==> config.mk <==
export PLATFORM = sky130hd
export DESIGN_NAME = sdf_stage_ctrl
export DESIGN_NICKNAME = d
export VERILOG_FILES = /design/src/rtl/fft_pkg.sv /design/src/rtl/sdf_stage_ctrl.sv
export SDC_FILE = /design/constraint.sdc
export NUM_CORES = 1
export LEC_CHECK = 0
export ABC_AREA = 1
export BUFFER_PORTS_ARGS = -buffer_cell sky130_fd_sc_hd__buf_2
export CAP_MARGIN = 20
export CORE_MARGIN = 2
export CORE_UTILIZATION = 40
export CTS_CLUSTER_SIZE = 16
export DETAILED_ROUTE_END_ITERATION = 8
export PLACE_DENSITY_LB_ADDON = 0.08
export SLEW_MARGIN = 40
export SYNTH_ARGS = -nofsm -noshare
export SYNTH_HDL_FRONTEND = slang
export SYNTH_SLANG_ARGS = --single-unit
==> constraint.sdc <==
create_clock -name clk -period 1.65 [get_ports clk]
set_clock_uncertainty 0.05 [all_clocks]
set_input_delay 0.165 -clock clk [delete_from_list [all_inputs] [get_ports clk]]
set_output_delay 0.165 -clock clk [all_outputs]
set_load 0.05 [all_outputs]
==> src/rtl/fft_pkg.sv <==
// Shared definitions for the radix-2 SDF FFT pipeline: stage state encoding,
// default data width and elaboration-time helpers.
package fft_pkg;

  typedef enum logic [1:0] {
    StIdle    = 2'b00,
    StFirst   = 2'b01,
    StSecond  = 2'b10,
    StWaiting = 2'b11
  } state_e;

  localparam int unsigned DefaultDw = 15;

  function automatic int unsigned clog2(input int unsigned value);
    int unsigned result;
    result = 0;
    for (int unsigned w = 1; w < value; w = w << 1) begin
      result++;
    end
    return result;
  endfunction

  // Half-block length L of a stage: depth of its delay line.
  function automatic int unsigned half_len(input int unsigned log2n, input int unsigned stage);
    return 32'd1 << (log2n - stage);
  endfunction

endpackage

==> src/rtl/sdf_stage_ctrl.sv <==
// Control for one radix-2 SDF stage: registers the input onto the butterfly
// A-port, sequences fill/butterfly/drain, and issues twiddle index and markers.
module sdf_stage_ctrl
  import fft_pkg::*;
#(
  parameter int unsigned DW    = DefaultDw,
  parameter int unsigned LOG2N = 5,
  parameter int unsigned STAGE = 1
) (
  input  logic                 clk,
  input  logic                 rst,
  input  logic                 valid_i,
  input  logic signed [DW-1:0] data_in_r,
  input  logic signed [DW-1:0] data_in_i,
  output logic signed [DW-1:0] data_out_r,
  output logic signed [DW-1:0] data_out_i,
  output logic [1:0]           state,
  output logic                 valid_o,
  output logic                 sop_o,
  output logic                 eop_o,
  output logic [LOG2N-2:0]     tw_idx,
  output logic                 err_o
);

  localparam int unsigned L        = half_len(LOG2N, STAGE);
  localparam int unsigned CntW     = (clog2(L) > 0) ? clog2(L) : 1;
  localparam int unsigned TwW      = LOG2N - 1;
  localparam logic [CntW-1:0] CntLast = CntW'(L - 1);

  state_e          state_q, state_d;
  logic [CntW-1:0] cnt_q, cnt_d;
  logic            cont_q, cont_d;
  logic            err_q, err_d;
  logic            cnt_last;

  always_ff @(posedge clk or posedge rst) begin
    if (rst) begin
      data_out_r <= '0;
      data_out_i <= '0;
    end else begin
      data_out_r <= data_in_r;
      data_out_i <= data_in_i;
    end
  end

  always_ff @(posedge clk or posedge rst) begin
    if (rst) begin
      state_q <= StIdle;
      cnt_q   <= '0;
      cont_q  <= 1'b0;
      err_q   <= 1'b0;
    end else begin
      state_q <= state_d;
      cnt_q   <= cnt_d;
      cont_q  <= cont_d;
      err_q   <= err_d;
    end
  end

  assign cnt_last = (cnt_q == CntLast);

  always_comb begin
    state_d = state_q;
    cnt_d   = cnt_q;
    cont_d  = cont_q;
    err_d   = 1'b0;
    unique case (state_q)
      StIdle: begin
        if (valid_i) begin
          state_d = StWaiting;
          cnt_d   = '0;
        end
      end
      StWaiting: begin
        // A gap anywhere in the first half, including its hand-off sample, breaks the block.
        if (!valid_i) begin
          state_d = StIdle;
          cnt_d   = '0;
          err_d   = 1'b1;
        end else if (cnt_last) begin
          state_d = StFirst;
          cnt_d   = '0;
        end else begin
          cnt_d = cnt_q + CntW'(1);
        end
      end
      StFirst: begin
        if (cnt_last) begin
          state_d = StSecond;
          cnt_d   = '0;
          cont_d  = valid_i;
        end else if (!valid_i) begin
          state_d = StIdle;
          cnt_d   = '0;
          err_d   = 1'b1;
        end else begin
          cnt_d = cnt_q + CntW'(1);
        end
      end
      StSecond: begin
        if (cnt_last) begin
          cnt_d  = '0;
          cont_d = 1'b0;
          if (!valid_i)    state_d = StIdle;
          else if (cont_q) state_d = StFirst;
          else             state_d = StWaiting;
        end else begin
          cnt_d = cnt_q + CntW'(1);
          // Either a broken continuation or a stray sample while draining alone.
          if (cont_q != valid_i) begin
            err_d  = 1'b1;
            cont_d = 1'b0;
          end
        end
      end
      default: begin
        state_d = StIdle;
        cnt_d   = '0;
      end
    endcase
  end

  always_comb begin
    state   = state_q;
    valid_o = (state_q == StFirst) || (state_q == StSecond);
    sop_o   = (state_q == StFirst) && (cnt_q == '0);
    eop_o   = (state_q == StSecond) && cnt_last;
    err_o   = err_q;
    tw_idx  = '0;
    if (state_q == StSecond) begin
      tw_idx = TwW'(cnt_q) << (STAGE - 1);
    end
  end

endmodule

Yosys cells after proc, flatten, opt, wreduce, memory -nomap -nowiden
Index checks and enable logic that the tools add are counted.
- bits in registers: 38
- bits of input ports: 33
- add/subtract/negate cells: 1
- equal/unequal tests: 11
- reductions and logical operators: 8
- muxes and demuxes: 25
- operator list (cell ; number):
    4-bit two-way mux ; 6
    2-bit two-way mux ; 8
    4-bit one-hot mux with 4 select lines ; 1
    3-bit != test (second input constant) ; 3
    2-bit one-hot mux with 4 select lines ; 1
    1-bit two-way mux ; 7
    2-bit != test (second input constant) ; 3
    4-bit by 1-bit adder with 4-bit output (second input constant) ; 1
    2-bit == test (second input constant) ; 2
    4-bit == test (second input constant) ; 1
    4-bit logical NOT ; 1
    4-bit AND reduction ; 1
    1-bit one-hot mux with 3 select lines ; 1
    3-bit AND reduction ; 1
    2-bit by 1-bit == test with 1-bit output (second input constant) ; 1
    1-bit logical AND ; 2
    2-bit logical NOT ; 1
    1-bit one-hot mux with 2 select lines ; 1
    2-bit nonzero test ; 1
    1-bit logical OR ; 1
    1-bit != test ; 1

Longest topological paths before layout
- depth in word-level cells: 4
- gate-level depth with buffers: 8
- mapped depth without buffers: 8

Worst setup path before layout
Ideal clock, no wire load.
- path type: register -> output
- start: register state_q[1], in the netlist state[1]
- end: output sop_o
- cell stages (with the launch flop): 5
- setup slack: -720 ps
- arrival time: 2155 ps
- buffers on the path: 0
- cell sequence: dfrtp_1 inv_1 ha_1 nand2_1 nor3_1
- cells in the longest elaborated chain, start to end: 2
- ends and longest elaborated chain (what ; RTL line ; source):
    start, declared ; sdf_stage_ctrl.sv:30 ; state_e state_q, state_d;
    start signal, assigned ; sdf_stage_ctrl.sv:48 ; state_q <= StIdle;
    start signal, assigned ; sdf_stage_ctrl.sv:53 ; state_q <= state_d;
    2-bit by 1-bit == test with 1-bit output ; sdf_stage_ctrl.sv:126 ; sop_o = (state_q == StFirst) && (cnt_q == '0);
    1-bit logical AND ; sdf_stage_ctrl.sv:126 ;
    end, declared ; sdf_stage_ctrl.sv:19 ; output logic sop_o,
Every way passes these cells.

Worst setup path in the final report
- start: register cnt_q[1]
- end: output sop_o
- cells in the longest elaborated chain, start to end: 2
- ends and longest elaborated chain (what ; RTL line ; source):
    start, declared ; sdf_stage_ctrl.sv:31 ; logic [CntW-1:0] cnt_q, cnt_d;
    start signal, assigned ; sdf_stage_ctrl.sv:54 ; cnt_q <= cnt_d;
    4-bit logical NOT ; sdf_stage_ctrl.sv:126 ;
    1-bit logical AND ; sdf_stage_ctrl.sv:126 ;
Every way passes these cells.

==> summary.md <==
| Metric | Value |
|---|---|
| Status | `complete, but fails checks` |
| Failing checks | `negative setup slack` |
| PortBufs | `72` |
| Final setup vio count | `1` |
| Fill count | `240` |
| GR Util met1 | `17.90%` |
| Gr usage total | `a little under a fifth` |
| Worst EP arrival | `1.44 ns` |
| Std cell rows | `21` |
| Via/cell ratio | `4.421` |
| Fraction of layout instances using a drive strength above 1 | `51.72%` |
| Cell Pwr Density | `1409 nW/µm²` |
| Vias | `approximately 1200` |
| Pin count of the biggest net entering global routing | `29` |
| Critical Path Fanout Max | `5` |
| Root buffer cell | `clkbuf_4` |
| Post-Layout Inst Area | `between 2000 and 2500 µm²` |
| DR DRC count | `0` |
| Mapped Area | `1374 µm²` |
| Syn_area_per_cell | `12.38 µm²` |
| Total CTS buffers | `5` |
| Multi-input gate area | `452.9 µm²` |
| DP Area | `1846 µm²` |
| Worst-skew pair later-pin latency | `around 0.35 ns` |
| Rel. slew slack | `69.77%` |
| Register area | `955.9 µm²` |
| CTS Buffer Depth | `2` |
| Most frequent cells in the layout | `buf_2, dfrtp_1, dlygate4sd3_1, nand2_1, buf_4` |
| Detail Route Antenna Nets | `0` |
| Antenna diode count | `0` |
| RSZ-0062 raised after global routing | `yes` |
| Cells after Synth | `roughly 110` |
| Die area | `about 3900 µm²` |
| Hold path depth | `3` |
| Vias in the first global route | `1233` |
| Peak Freq | `605.5 MHz` |
| CP max stage delay | `0.47 ns` |
| Routed WL | `approximately 3.4 mm` |
| GRT met2 Usage | `around a third` |
| GPL Wtd Cong | `0.8593` |
| Pre-CTS setup slack | `0.1114 ns` |
| Nets | `roughly 270` |
| Clk sink count | `38` |
| Busiest layer in global routing | `met2` |
| H-tree Lvls | `2` |
| Worst vdd ir | `1.037 mV` |
| GR Overflow Total | `0` |
| Reg clk slew, reported paths | `around 0.11 ns` |
| Synthesis-to-layout area growth | `77.41%` |
| Distinct cell type count after synthesis | `19` |
| IO Pins | `73` |
| Worst Setup Path Type | `flop to primary output` |
| Worst Setup Start Kind | `flop` |
| Die Y | `62.61 µm` |
| Worst Reg-to-Reg Cells | `9` |
| Final min period | `1.652 ns` |
| Final worst slack | `-0.001540 ns` |
| First-pass GRT wire length | `5.423 mm` |
| Worst hold-check path type | `input port to flop` |
| GR Layer Usage met3 | `approximately 7%` |
| Count of state elements after synthesis | `38` |
| DPL Wire Length | `2.044 mm` |
| Register area share after synthesis | `between 60% and 70%` |
| Final hold violation count | `0` |
| Critical Path RT | `1.43 ns` |
| Die X | `62.61 µm` |
| Power Total | `between 3000 and 4000 µW` |
| Initial DRC count | `24` |
| Placed insts | `230` |
| CTS tree | `yes` |
| Syn_nets | `between 150 and 200` |
| Slowest CP cell | `dfrtp_2` |
| Max-Cap Viols | `0` |
| Cell breakdown of the critical path | `inv_2 > ha_4 > nand2_4 > nor3_4 > buf_6` |
| WL per Instance | `12.36 µm` |
| Final Max Tran Viols | `0` |
| Leak Pwr | `approximately 0.0012 µW` |
| Element type at the critical path end | `primary output` |
| Commonest non-fill, non-tap cell in the layout | `buf_2` |
| Final core utilization | `about 74%` |
| Yosys Warn Count | `0` |
| Non-filler instance count after layout | `between 200 and 300` |
| First drt pass iteration count | `4` |
| Least-Margin Pin Slew | `about 0.45 ns` |
| Starting Density | `41.50%` |
| Tcrit/Tclk final | `100.1%` |
| R2R Setup Slk | `0.10 ns` |
| Initial antenna violation count | `0` |
| Std-Cell Core Area | `between 3000 and 4000 µm²` |
==> registers in the layout (all words and copies together) (netlist names) <==
| signal | cells |
|---|---|
| err_o | 1 |
| cnt_q | 4 |
| data_out_r | 15 |
| data_out_i | 15 |
| state | 2 |
| cont_q | 1 |
==> worst max-delay path: cells and delay by family (launching register included) <==
family                     cells  cell delay, ns
and+or+nand+nor                2            0.20
buffers and inverters          2            0.27
adders and majority gates      1            0.14
DFF                            1            0.47
==> through the flow <==
step / setup TNS (ns) / hold WS, ns
after global routing: -0.1813 / 0.1101
after detailed placement: 0 / 0.1474
final: -0.001540 / 0.09365
after global placement: 0 / 0.1382
after floorplan: 0 / 0.1464
after CTS: -0.01679 / 0.07014
==> cell families (layout without fill, tap and decap cells) <==
logic type,after synthesis,count (layout),share of synthesized area (%)
compound gates,14,14,5.828
flops,38,38,69.22
simple gates,34,34,12.75
buf+inv,17,138,4.918
fa+ha+maj,8,8,7.286
==> worst paths after layout <==
kind	start	end
worst max-delay path	cnt_q[1]	sop_o
worst min-delay path	valid_i	cont_q
worst max register to register	state[0]	state[0]
worst min register to register	cont_q	cont_q
max in group asynchronous	rst	cnt_q[1]
min in group asynchronous	rst	state[1]
==> power breakdown <==
group / leakage, µW / switching [µW] / internal (µW)
Combinational: 0.000735 / 1040 / 656
Sequential: 0.000450 / 63.6 / 1030
Clock: 0.0000443 / 287 / 353
Total: 0.00123 / 1390 / 2040
==> Yosys cell counts (all sizes together) <==
master / instances / area (µm²)
a21oi: 5 / 25.02
nand3: 5 / 37.54
o21ai: 7 / 42.54
nor3: 1 / 5.000
inv: 16 / 60.05
dfrtp: 38 / 950.9
nor2: 3 / 13.77
buf: 1 / 7.510
nand4: 3 / 18.77
ha: 8 / 100.1
nand2: 22 / 100.1
o22ai: 2 / 12.51
==> layer usage <==
| metal | vias up | routed length [µm] |
|---|---|---|
| li1 | 595 | - |
| met1 | 568 | 1252 |
| met2 | 54 | 1863 |
| met3 | 12 | 215 |
| met4 | 0 | 106 |
| met5 | - | 0 |
==> what timing repair did <==
| action | CTS | global route |
|---|---|---|
| pin swaps | 2 | 4 |
| buffers inserted | 6 | 4 |
| gates cloned | 0 | 0 |
| hold endpoints to repair | 40 | 0 |
| endpoints found under the setup margin | 6 | 10 |
| hold buffers | 31 | 0 |
| resized for setup | 15 | 18 |
==> final cells by class <==
cell class	instances	share of cell area, %
Inverter	16	2.464
Multi-Input combinational cell	56	18.58
Sequential cell	38	39.22
Timing Repair Buffer	115	34.03
Clock buffer	6	2.105
Clock inverter	1	1.232
Tap cell	46	2.361
(Power assumes the default switching activity.)
